==> src/rtl/shared_mem_responder.sv <==
// shared_mem_responder: single-port memory serviced by a one-hot arbiter grant,
// with registered completion strobe, read data and saturating service count.
module shared_mem_responder #(
   parameter int Req_Width  = 10,
   parameter int Addr_Width = 4,
   parameter int Data_Width = 8
) (
   input  logic                             clk,
   input  logic                             rst,
   input  logic [Req_Width-1:0]             gnt,
   input  logic [Req_Width*Addr_Width-1:0]  addr,
   input  logic [Req_Width*Data_Width-1:0]  wdata,
   input  logic [Req_Width-1:0]             we,
   output logic [Req_Width-1:0]             ack,
   output logic                             ack_we,
   output logic [Data_Width-1:0]            rdata,
   output logic [3:0]                       gnt_idx,
   output logic                             err,
   output logic [15:0]                      svc_cnt
);
   logic [Data_Width-1:0] mem [2**Addr_Width];
   logic                  one_hot;
   logic                  multi;
   logic [3:0]            idx;
   logic [Addr_Width-1:0] a_sel;
   logic [Data_Width-1:0] d_sel;
   logic                  w_sel;

   assign one_hot = |gnt && ~|(gnt & (gnt - Req_Width'(1)));
   assign multi   = |gnt && !one_hot;

   // Slices are only meaningful when one_hot; multi-hot values are never used.
   always_comb begin
      idx   = '0;
      a_sel = '0;
      d_sel = '0;
      w_sel = 1'b0;
      for (int i = 0; i < Req_Width; i++)
         if (gnt[i]) begin
            idx   = 4'(i);
            a_sel = addr[i*Addr_Width +: Addr_Width];
            d_sel = wdata[i*Data_Width +: Data_Width];
            w_sel = we[i];
         end
   end

   always_ff @(posedge clk)
      if (one_hot && w_sel && !rst) mem[a_sel] <= d_sel;

   always_ff @(posedge clk or posedge rst)
      if (rst) begin
         ack     <= '0;
         ack_we  <= 1'b0;
         rdata   <= '0;
         gnt_idx <= '0;
         err     <= 1'b0;
         svc_cnt <= '0;
      end else begin
         ack    <= one_hot ? gnt : '0;
         ack_we <= one_hot && w_sel;
         if (one_hot) begin
            gnt_idx <= idx;
            if (!w_sel) rdata <= mem[a_sel];
            if (svc_cnt != 16'hFFFF) svc_cnt <= svc_cnt + 16'd1;
         end
         if (multi) err <= 1'b1;
      end
endmodule

==> config.mk <==
export PLATFORM = sky130hd
export DESIGN_NAME = shared_mem_responder
export DESIGN_NICKNAME = d
export VERILOG_FILES = /design/src/rtl/shared_mem_responder.sv
export SDC_FILE = /design/constraint.sdc
export NUM_CORES = 1
export LEC_CHECK = 0
export ABC_CLOCK_PERIOD_IN_PS = 5700
export CAP_MARGIN = 20
export CORE_MARGIN = 1
export CORE_UTILIZATION = 55
export DETAILED_ROUTE_END_ITERATION = 6
export PLACE_DENSITY = 0.93
export SLEW_MARGIN = 0
export SYNTH_ARGS = -nofsm -noshare
export SYNTH_HDL_FRONTEND = slang
export SYNTH_SLANG_ARGS = --single-unit
==> constraint.sdc <==
create_clock -name clk -period 5.7 [get_ports clk]
set_input_delay 1.71 -clock clk [delete_from_list [all_inputs] [get_ports clk]]
set_output_delay 1.71 -clock clk [all_outputs]
set_load 0.02 [all_outputs]
==> out/qor.yml, run 1 <==
status: "finished with violations"
violations: "DRC"
internal_power_uw: 2190
holdBufCountCts: 0
final_cell_mix: "clkdlybuf4s50_1, edfxtp_1, nor2_1, buf_4, dfrtp_1"
worstSetupPathType: "in2reg"
viasPerCell: 6.76
ys_ff_latch: 168
crit_arrival_ns: 4.95
clkTransAtPathRegs_ns: 0.06
rr_startpoint: "svc_cnt[9]$_DFFE_PP0P_"
placed_cell_area_sq_um: 10500
regToRegEndpoint: "svc_cnt[9]$_DFFE_PP0P_"
overflow: 0
grt_pass1_wl_mm: 40.6
rsz0062_at_grt: "no"
io_buffer_count: 181
design_area_sq_um: 11100
start_util: 0.571
cts_tree: "done"
die_y_um: 125
num_rows: 44
gp_congestion: 0.963
synth_edf_count: 128
synth_cell_types: 78
drc: 32
min_path_type: "reg2reg"
critPathRequiredTime_ns: 5.76
max_freq_mhz: 204
cts.sink_count: 168
hold_viol_final: 0
drive_gt1_frac: 0.113
core-area_sq_um: 14700
setup.reg_to_reg.worst_slack_ns: 3.53
max-vdd-ir-drop_uv: 274
worstPathMaxFanout: 11
p_per_area_nw_per_um2: 269
die_area_sq_um: 15700
io_pins: 182
tns_ns: 0
grt_max_degree: 41
insertion_delay_ns: 0.43
wl_mm: 27.0
drv_slew: 0
grt_pass1_vias: 7256
hold_start: "err$_DFFE_PP0P_"
grt_usage: 0.349
final_min_period_over_clock_period: 0.858
fin_crit_ns: 4.89
startpoint_type: "primary input"
r2r_cells: 7
hold-path-cell-count: 1
wire_per_inst_um: 24.5
end_kind: "flop"
ant_nets: 0
ys_seq_area_frac: 0.578
async_flop_share: 0.238
cts_resized: 0
fill_cells: 899
finalSetupViolCount: 0
clock_skew_ns: 0.00779
synth_flop_cell: "edfxtp_1"
hpwlAfterDp_mm: 18.9
switchingPower_uw: 799
cap_violations: 0
cts_buffer_depth: 2
cts_setup_buffers: 0
p_seq_frac: 0.457
p_sw_frac: 0.267
synth_cells: 718
cts_root_buffer: "clkbuf_16"
dieWidth_um: 125
cts_made_buffers: 17
firstDrtPassIters: 7
leakage_uw: 0.00396
slew_headroom: 0.494
final_common_cell: "clkdlybuf4s50_1"
vias: 7451
htree_levels: 4
worstMarginPinSlew_ns: 0.756
final_nets: 1048
initialDrtViolationCount: 1264
syn_to_final_growth_pct: 32.4
ys_warn_count: 0
pwr-share-clk: 0.369
syn-num-nets: 861
syn_avg_cell_area_sq_um: 11.7
mappedNetlistArea_sq_um: 8390
comb_power_share: 0.173
grt_antenna_before_repair: 0
whs_endpoint: "err$_DFFE_PP0P_"
-- logic make-up after synthesis --
| kind of cell | synth area share |
|---|---|
| flops | 0.578 |
| mux | 0.0228 |
| simple gates | 0.138 |
| compound gates | 0.200 |
| xor+xnor | 0.0167 |
| fa+ha+maj | 0.00388 |
| buf+inv | 0.0410 |
-- worst max-delay path by stage --
stage / to / depth (start not counted) / start / slack, ns
2_1_floorplan: mem[0][0]$_DFFE_PP_ / 10 / gnt[2] / 1.36
3_3_place_gp: mem[15][0]$_DFFE_PP_ / 7 / gnt[8] / 0.60
3_5_place_dp: mem[12][0]$_DFFE_PP_ / 8 / gnt[4] / 0.48
4_1_cts: mem[12][0]$_DFFE_PP_ / 8 / gnt[5] / 0.91
5_1_grt: mem[15][5]$_DFFE_PP_ / 7 / gnt[9] / 0.63
6_report: mem[12][2]$_DFFE_PP_ / 8 / gnt[5] / 0.81
-- worst max-delay path, cell delays in order --
cell	delay (ns)
clkdlybuf4s50_1	0.62
or4_1	0.67
nor3_2	0.27
xnor2_1	0.24
nand3_4	0.15
nor4_1	0.40
nand2_1	0.28
nor2_1	0.61
-- power groups by stage --
stage / logic, uW / registers, uW / clock network (uW)
finish: 519 / 1370 / 1100
global route: 543 / 1370 / 1160
global placement: 490 / 1390 / 0
detailed placement: 500 / 1390 / 0
floorplan: 227 / 1410 / 0
CTS: 506 / 1370 / 1110
-- final cells by class --
type	instances	area, sq um	share of cell area
inverters	20	75.1	0.00676
multi-input cells	475	3260	0.294
clock inverters	13	131	0.0118
repair buffers	223	2130	0.192
clock buffers	19	433	0.0390
flip-flops and latches	168	4840	0.436
diodes	1	2.50	0.000225
well taps	184	230	0.0207
-- registers in the layout, indices dropped and copies added, names as in the netlist --
name / flops
mem: 128
ack_we: 1
rdata: 8
err: 1
ack: 10
gnt_idx: 4
svc_cnt: 16
-- synthesized netlist by cell type, types with 3 or more instances --
cell	number	area (sq um)
nor2b_1	14	87.6
a21boi_0	3	22.5
buf_6	3	33.8
a31oi_1	9	56.3
xor2_1	5	43.8
o41ai_1	8	70.1
o211ai_1	27	203
a311o_1	4	40.0
inv_1	19	71.3
a21oi_1	5	25.0
edfxtp_1	128	3840
o21ai_1	3	15.0
mux2i_1	18	180
a221oi_1	14	123
a41oi_1	7	61.3
o221ai_1	7	61.3
o32a_1	7	70.1
buf_2	18	90.1
and2_1	5	31.3
o31ai_1	3	22.5
nor3_1	21	105
or2_2	3	18.8
a2111oi_0	10	87.6
nor3_2	4	40.0
a211oi_1	30	225
a311oi_1	5	43.8
nand3_1	33	165
a221o_1	12	120
clkbuf_1	26	97.6
buf_4	4	30.0
nor2_1	75	282
o21ai_0	32	160
and3_1	9	56.3
a21o_1	4	30.0
dfrtp_1	40	1000
nand2_1	35	131
xnor2_1	11	96.3
nand4_1	4	25.0
-- stage by stage --
step / instances / util / hold slack (ns) / power (uW) / setup slack, ns
after global routing: 1102 / 0.755 / 0.502 / 3070 / 0.630
after floorplan: 718 / - / 0.592 / 1640 / 1.36
final: 1103 / 0.756 / 0.473 / 2990 / 0.807
after CTS: 1102 / 0.755 / 0.476 / 2980 / 0.910
after global placement: 1070 / 0.717 / 0.459 / 1880 / 0.602
after detailed placement: 1070 / 0.717 / 0.462 / 1890 / 0.478
-- layer usage --
layer  part of all wire  GRT usage  wire, um  up-vias
met3               0.12     0.0946      3210      122
met1               0.35      0.432      9560     3548
met2               0.48      0.563     12900      583
li1                   -          -         -     3198
met5                  0          0         0        -
met4              0.047      0.181      1270        0
Power figures use the tool's default switching activity.
==> run 2, diff against run 1 <==
--- a/config.mk
+++ b/config.mk
@@ -11,6 +11,7 @@
 export CORE_UTILIZATION = 55
 export DETAILED_ROUTE_END_ITERATION = 6
 export PLACE_DENSITY = 0.93
+export SETUP_SLACK_MARGIN = 0.2
 export SLEW_MARGIN = 0
 export SYNTH_ARGS = -nofsm -noshare
 export SYNTH_HDL_FRONTEND = slang
==> results of run 2 <==
Final layout, timing and power as in run 1 (identical DEF).
